**src/rtl/i2c_req_arbiter_pkg.sv**
```systemverilog
// Shared definitions for the two-port I2C request arbiter: FSM encoding,
// watchdog defaults, port indices and the command record held for the driver.
package i2c_req_arbiter_pkg;

  typedef enum logic [1:0] {
    ST_IDLE    = 2'd0,
    ST_ISSUE   = 2'd1,
    ST_WAIT    = 2'd2,
    ST_RELEASE = 2'd3
  } arb_state_e;

  localparam int TIMEOUT_CYC_DEF = 4095;
  localparam int TMO_W_DEF       = 12;

  localparam logic PORT0 = 1'b0;
  localparam logic PORT1 = 1'b1;

  typedef struct packed {
    logic        rh_wl;
    logic        bit_ctrl;
    logic [15:0] addr;
    logic [7:0]  wdata;
  } i2c_cmd_t;

  // Writes return no data; the requester sees zero instead of a stale driver byte.
  function automatic logic [7:0] rd_result(input logic rh_wl, input logic [7:0] drv_byte);
    return rh_wl ? drv_byte : 8'h00;
  endfunction

endpackage

```
**src/rtl/i2c_req_arbiter_rr_pick2.sv**
```systemverilog
// Two-input round-robin selector: a lone requester wins outright, a tie goes to
// the port that did not win last time. Reusable for any two-master shared bus.
module i2c_rr_pick2
  import i2c_req_arbiter_pkg::*;
(
  input  logic [1:0] valid_i,
  input  logic       last_grant_i,
  output logic [1:0] grant_o,
  output logic       idx_o
);

  always_comb begin
    idx_o = PORT0;
    case (valid_i)
      2'b01:   idx_o = PORT0;
      2'b10:   idx_o = PORT1;
      2'b11:   idx_o = ~last_grant_i;
      default: idx_o = PORT0;
    endcase
  end

  always_comb begin
    grant_o = 2'b00;
    if (|valid_i) begin
      grant_o = (idx_o == PORT1) ? 2'b10 : 2'b01;
    end
  end

endmodule

```
**src/rtl/i2c_req_arbiter.sv**
```systemverilog
// Shares one I2C master driver between two single-byte EEPROM requesters,
// serialising them round-robin and guarding each transfer with a watchdog.
module i2c_req_arbiter
  import i2c_req_arbiter_pkg::*;
#(
  parameter int TIMEOUT_CYC = TIMEOUT_CYC_DEF,
  parameter int TMO_W       = TMO_W_DEF
) (
  input  logic        clk,
  input  logic        rst_n,

  input  logic        req0_valid,
  input  logic        req0_rh_wl,
  input  logic        req0_bit_ctrl,
  input  logic [15:0] req0_addr,
  input  logic [7:0]  req0_wdata,
  output logic        req0_ready,
  output logic        req0_done,
  output logic [7:0]  req0_rdata,
  output logic        req0_err,

  input  logic        req1_valid,
  input  logic        req1_rh_wl,
  input  logic        req1_bit_ctrl,
  input  logic [15:0] req1_addr,
  input  logic [7:0]  req1_wdata,
  output logic        req1_ready,
  output logic        req1_done,
  output logic [7:0]  req1_rdata,
  output logic        req1_err,

  output logic        drv_enable,
  output logic        drv_rh_wl,
  output logic        drv_bit_ctrl,
  output logic [15:0] drv_addr,
  output logic [7:0]  drv_wdata,
  input  logic [7:0]  drv_rdata,
  input  logic        drv_done,

  output logic        fault
);

  localparam logic [TMO_W-1:0] TMO_LIM = TMO_W'(TIMEOUT_CYC);

  arb_state_e       state_q;
  logic             owner_q;
  logic             last_grant_q;
  logic             fault_q;
  logic             drv_enable_q;
  logic [TMO_W-1:0] wdog_q;
  i2c_cmd_t         cmd_q;
  logic [1:0]       done_q;
  logic [1:0]       err_q;
  logic [7:0]       rdata_q [2];

  logic [1:0]       req_valid;
  logic [1:0]       grant;
  logic             pick_idx;
  logic             accept;
  i2c_cmd_t         cmd_sel;

  assign req_valid = {req1_valid, req0_valid};

  i2c_rr_pick2 u_pick (
    .valid_i      (req_valid),
    .last_grant_i (last_grant_q),
    .grant_o      (grant),
    .idx_o        (pick_idx)
  );

  // Ready is gated by rst_n so every output reads 0 while reset is held.
  assign accept     = rst_n & ~fault_q & (state_q == ST_IDLE) & (|req_valid);
  assign req0_ready = accept & grant[PORT0];
  assign req1_ready = accept & grant[PORT1];

  assign cmd_sel = (pick_idx == PORT1)
                 ? {req1_rh_wl, req1_bit_ctrl, req1_addr, req1_wdata}
                 : {req0_rh_wl, req0_bit_ctrl, req0_addr, req0_wdata};

  always_ff @(posedge clk or negedge rst_n) begin
    if (!rst_n) begin
      state_q      <= ST_IDLE;
      owner_q      <= PORT0;
      last_grant_q <= PORT1;
      fault_q      <= 1'b0;
      drv_enable_q <= 1'b0;
      wdog_q       <= '0;
      cmd_q        <= '0;
      done_q       <= 2'b00;
      err_q        <= 2'b00;
      rdata_q[0]   <= 8'h00;
      rdata_q[1]   <= 8'h00;
    end else begin
      drv_enable_q <= 1'b0;
      done_q       <= 2'b00;
      err_q        <= 2'b00;
      rdata_q[0]   <= 8'h00;
      rdata_q[1]   <= 8'h00;

      case (state_q)
        ST_IDLE: begin
          if (accept) begin
            cmd_q        <= cmd_sel;
            owner_q      <= pick_idx;
            last_grant_q <= pick_idx;
            drv_enable_q <= 1'b1;
            state_q      <= ST_ISSUE;
          end
        end

        ST_ISSUE: begin
          state_q <= ST_WAIT;
        end

        // A done seen in the same cycle as the timeout limit still counts as success.
        ST_WAIT: begin
          if (drv_done) begin
            done_q[owner_q]  <= 1'b1;
            rdata_q[owner_q] <= rd_result(cmd_q.rh_wl, drv_rdata);
            state_q          <= ST_RELEASE;
          end else if (wdog_q == TMO_LIM) begin
            done_q[owner_q] <= 1'b1;
            err_q[owner_q]  <= 1'b1;
            fault_q         <= 1'b1;
            state_q         <= ST_RELEASE;
          end else begin
            wdog_q <= wdog_q + 1'b1;
          end
        end

        ST_RELEASE: begin
          if (!drv_done) begin
            wdog_q  <= '0;
            state_q <= ST_IDLE;
          end
        end

        default: state_q <= ST_IDLE;
      endcase
    end
  end

  assign drv_enable   = drv_enable_q;
  assign drv_rh_wl    = cmd_q.rh_wl;
  assign drv_bit_ctrl = cmd_q.bit_ctrl;
  assign drv_addr     = cmd_q.addr;
  assign drv_wdata    = cmd_q.wdata;

  assign req0_done  = done_q[PORT0];
  assign req0_err   = err_q[PORT0];
  assign req0_rdata = rdata_q[PORT0];
  assign req1_done  = done_q[PORT1];
  assign req1_err   = err_q[PORT1];
  assign req1_rdata = rdata_q[PORT1];

  assign fault = fault_q;

endmodule

```
**config.mk**
```make
export PLATFORM = sky130hd
export DESIGN_NAME = i2c_req_arbiter
export DESIGN_NICKNAME = d
export VERILOG_FILES = /design/src/rtl/i2c_req_arbiter_pkg.sv /design/src/rtl/i2c_req_arbiter_rr_pick2.sv /design/src/rtl/i2c_req_arbiter.sv
export SDC_FILE = /design/constraint.sdc
export NUM_CORES = 1
export LEC_CHECK = 0
export ABC_AREA = 0
export ABC_CLOCK_PERIOD_IN_PS = 1750
export CAP_MARGIN = 15
export CORE_UTILIZATION = 39
export CTS_BUF_LIST = sky130_fd_sc_hd__clkbuf_4 sky130_fd_sc_hd__clkbuf_8 sky130_fd_sc_hd__clkbuf_16
export CTS_CLUSTER_SIZE = 24
export DETAILED_ROUTE_END_ITERATION = 7
export GPL_ROUTABILITY_DRIVEN = 1
export PLACE_DENSITY_LB_ADDON = 0.08
export SLEW_MARGIN = 20
export SYNTH_ARGS = -nofsm -noshare
export SYNTH_HDL_FRONTEND = slang
export SYNTH_SLANG_ARGS = --single-unit
```
**constraint.sdc**
```tcl
create_clock -name clk -period 1.75 [get_ports clk]
set_clock_uncertainty 0.1 [all_clocks]
set_input_delay 0.175 -clock clk [delete_from_list [all_inputs] [get_ports clk]]
set_output_delay 0.175 -clock clk [all_outputs]
set_load 0.05 [all_outputs]
```
==> metrics.md <==
| Metric | Value |
|---|---|
| Utilization after layout | `68.7%` |
| Post-synth top area share | `54.8%` |
| Initial Utilization | `41.4%` |
| Fin crit share | `112%` |
| Post-synth EDFFs | `0` |
| Routed via count | `2609` |
| FP Rows | `30` |
| R2R cell count | `8` |
| Worst-path clk slew | `0.08 ns` |
| Crit Path Class | `reg2out` |
| Pint | `0.00437 W` |
| Final routed wire length divided by cell count | `16.4 um` |
| Synthesized area per cell | `11.2 sq um` |
| Critical Path Max Stage Delay | `0.39 ns` |
| Mapped Cells | `256` |
| Synth top cells by count | `63 x dfrtp_1, 27 x a221o_1, 24 x and2_0, 24 x nor2_1, 21 x nand2_1` |
| R2r setup slk | `-0.13 ns` |
| Clk network pwr share | `18.8%` |
| Overall Power | `0.00753 W` |
| Post-route setup slack | `-0.208 ns` |
| Worst EP required | `1.47 ns` |
| Pre-CTS WS | `-0.107 ns` |
| Async SR Flop Fraction | `100%` |
| Max H-tree Level | `3` |
| Most used cell, CP | `buf_12` |
| First-pass GRT wire length | `12800 um` |
| Worst min-delay path category | `in2reg` |
| Post-Layout Cell Count | `513` |
| HPWL Detailed | `5610 um` |
| Layout cells sized above 1 | `28.8%` |
| Failing checks | `negative setup slack` |
| Synth warn | `0` |
| Placer Congestion | `0.792` |
| Netlist cell types | `50` |
| Top achievable clock speed | `511 MHz` |
| Switch share | `41.9%` |
| Die W | `87.9 um` |
| Power Density | `1580 nW/um^2` |
| Cells after DPL | `481` |
| R2R Path End | `drv_addr[4]` |
| Initial DRC Count | `89` |
| Pre-antenna DRT Iters | `4` |
| Startpoint class of the critical path | `flop` |
| Post-route minimum period | `1.96 ns` |
| CTS root buf | `clkbuf_8` |
| Actual slew at the worst max-slew pin | `0.610 ns` |
| Skew-Pair Late Insertion Delay | `0.34 ns` |
| Clock Tree Buf Depth | `2` |
| Hold path startpoint | `drv_rdata[2]` |
| Synth top area cells | `dfrtp_1 55%, a221o_1 9.4%, and2_0 5.2%` |
| Endpoints failing hold | `0` |
| Worst Path Arrival | `1.68 ns` |
| #FFs+latches synth | `64` |
| Reg2reg start | `state_q[0]` |
| IR drop worst, VDD | `0.000770 V` |
| Outcome | `finished with violations` |
| Register area share after synthesis | `55.7%` |
| Min-Delay Endpoint | `req0_rdata[2]` |
| Area Growth Syn to Fin | `65.8%` |
| RSZ-0062 raised after global routing | `true` |
| Min Hold Slack | `0.276 ns` |
| DRC Markers | `0` |
| Clock sinks | `64` |
| Vias per inst | `5.09` |
| Vias in the first global route | `2520` |
| Crit-path cells | `inv_2 -> ha_4 -> nand3b_4 -> or2_4 -> a21oi_4 -> buf_12 -> buf_12` |
| Slew headroom | `59.3%` |
| Cell taking the most area after synthesis | `dfrtp_1` |
| Leak | `2.31 nW` |
| Overflow left after global routing | `0` |
| Core area | `6940 sq um` |
| P_sw | `0.00316 W` |
| Antenna violation net count after detailed routing | `0` |
| CTS Buf Count | `9` |
| Io pins | `115` |
| Max-cap viol count | `0` |
| Initial antenna violation count | `1` |
| Setup violators final | `36` |
| Die area | `7730 sq um` |
| ANT cells | `0` |
| Gate power share | `52.4%` |
| Routed WL | `8410 um` |
| Most frequent cell after synthesis | `dfrtp_1` |
| Worst path slowest cell | `dfrtp_1` |
| Final Net Count | `482` |
| Worst-path maximum fanout | `2` |
| Pin count of the biggest net entering global routing | `50` |
| Die Height | `87.9 um` |
| Element type at the critical path end | `output pin` |
| Total track usage | `22.1%` |
| Seq pwr share | `28.9%` |
| Final Max Slew Viols | `0` |
| Input/output buffers | `114` |
| Main synth FF type | `dfrtp_1` |
| TritonCTS clock tree | `done` |
| Synth Net Count | `326` |
| Syn Std Cell Area | `2880 sq um` |
| Hold Path Cell Cnt | `3` |
critical path: cells and delay by family, from the launching register on:
| kind | cells | cell delay, ns |
|---|---|---|
| DFF | 1 | 0.39 |
| buffers and inverters | 3 | 0.34 |
| and+or+nand+nor | 2 | 0.33 |
| AOI/OAI and AO/OA | 1 | 0.16 |
| adders and majority gates | 1 | 0.14 |
registers in the layout, summed over array words and instances, names as in the netlist:
| register | cells |
|---|---|
| last_grant_q | 1 |
| drv_rh_wl | 1 |
| drv_bit_ctrl | 1 |
| req0_rdata | 8 |
| wdog_q | 12 |
| drv_addr | 16 |
| done_q | 2 |
| err_q | 2 |
| drv_enable | 1 |
| owner_q | 1 |
| drv_wdata | 8 |
| req1_rdata | 8 |
| state_q | 2 |
| fault | 1 |
stage by stage:
step | TNS (ns) | area (sq um)
CTS | -4.01 | 4660
global placement | -1.30 | 4290
detailed placement | -2.12 | 4290
finish | -3.76 | 4770
floorplan | -1.05 | 2890
global route | -5.71 | 4770
cells in the final DEF, fill, tap and decap left out, types with 5 or more instances in the layout:
master           netlist  final
a221o_1               27     27
nor2_1                24     22
nand3_1                7      6
buf_4                  2     63
buf_6                  2      5
dlymetal6s2s_1         0      6
a31oi_1                5      5
clkbuf_8               0      9
dlygate4sd2_1          0     11
nand2_1               21     21
buf_12                 0      7
and2_0                24     23
dfrtp_1               63     61
clkdlybuf4s50_1        0     63
cell families (layout without fill, tap and decap cells):
logic type | Yosys count | in the layout | synth area share, %
AND/OR/NAND/NOR | 106 | 106 | 20.2
adder cells (fa/ha/maj) | 5 | 5 | 2.17
flip-flops | 64 | 64 | 55.7
buffers and inverters | 19 | 180 | 3.35
AO/OA/AOI/OAI | 60 | 60 | 17.7
multiplexers | 2 | 2 | 0.913
layout make-up:
class	instances	area, sq um
clock buffers	9	124
clock inverters	7	96.3
fillers	512	2170
inverters	6	22.5
multi-input cells	173	1300
flip-flops and latches	64	1610
well taps	96	120
repair buffers	158	1500
how the worst max path moves through the flow:
stage,start,end,slack (ns),cells past startpoint
2_1_floorplan,state_q[1],drv_addr[2],-0.07,8
5_1_grt,state_q[0],req0_ready,-0.25,7
3_3_place_gp,state_q[1],drv_addr[4],-0.06,7
4_1_cts,state_q[0],req0_ready,-0.22,7
3_5_place_dp,drv_done,wdog_q[3],-0.11,5
6_report,state_q[0],req0_ready,-0.21,7
power groups by stage:
| stage | clock network, W | registers [W] | logic (W) |
|---|---|---|---|
| floorplan | 0 | 0.00325 | 0.00115 |
| detailed placement | 0 | 0.00219 | 0.00354 |
| CTS | 0.00144 | 0.00216 | 0.00379 |
| finish | 0.00141 | 0.00217 | 0.00394 |
| global route | 0.00150 | 0.00223 | 0.00421 |
| global placement | 0 | 0.00217 | 0.00350 |
metal layers:
| metal | vias to the layer above | global-route usage (%) | part of all wire, % |
|---|---|---|---|
| met2 | 88 | 36.6 | 48 |
| met5 | - | 0 | 0.14 |
| li1 | 1254 | - | - |
| met4 | 2 | 7.60 | 1.2 |
| met1 | 1255 | 28.9 | 44 |
| met3 | 10 | 4.62 | 6.1 |
what timing repair did:
action,4_1_cts,5_1_grt
endpoints found under the hold margin,64,0
endpoints found under the setup margin,43,47
hold buffers,1,0
gates resized for setup,27,22
pin swaps,6,11
setup buffers,10,6
Note: power is estimated with default switching activity, not from simulation.
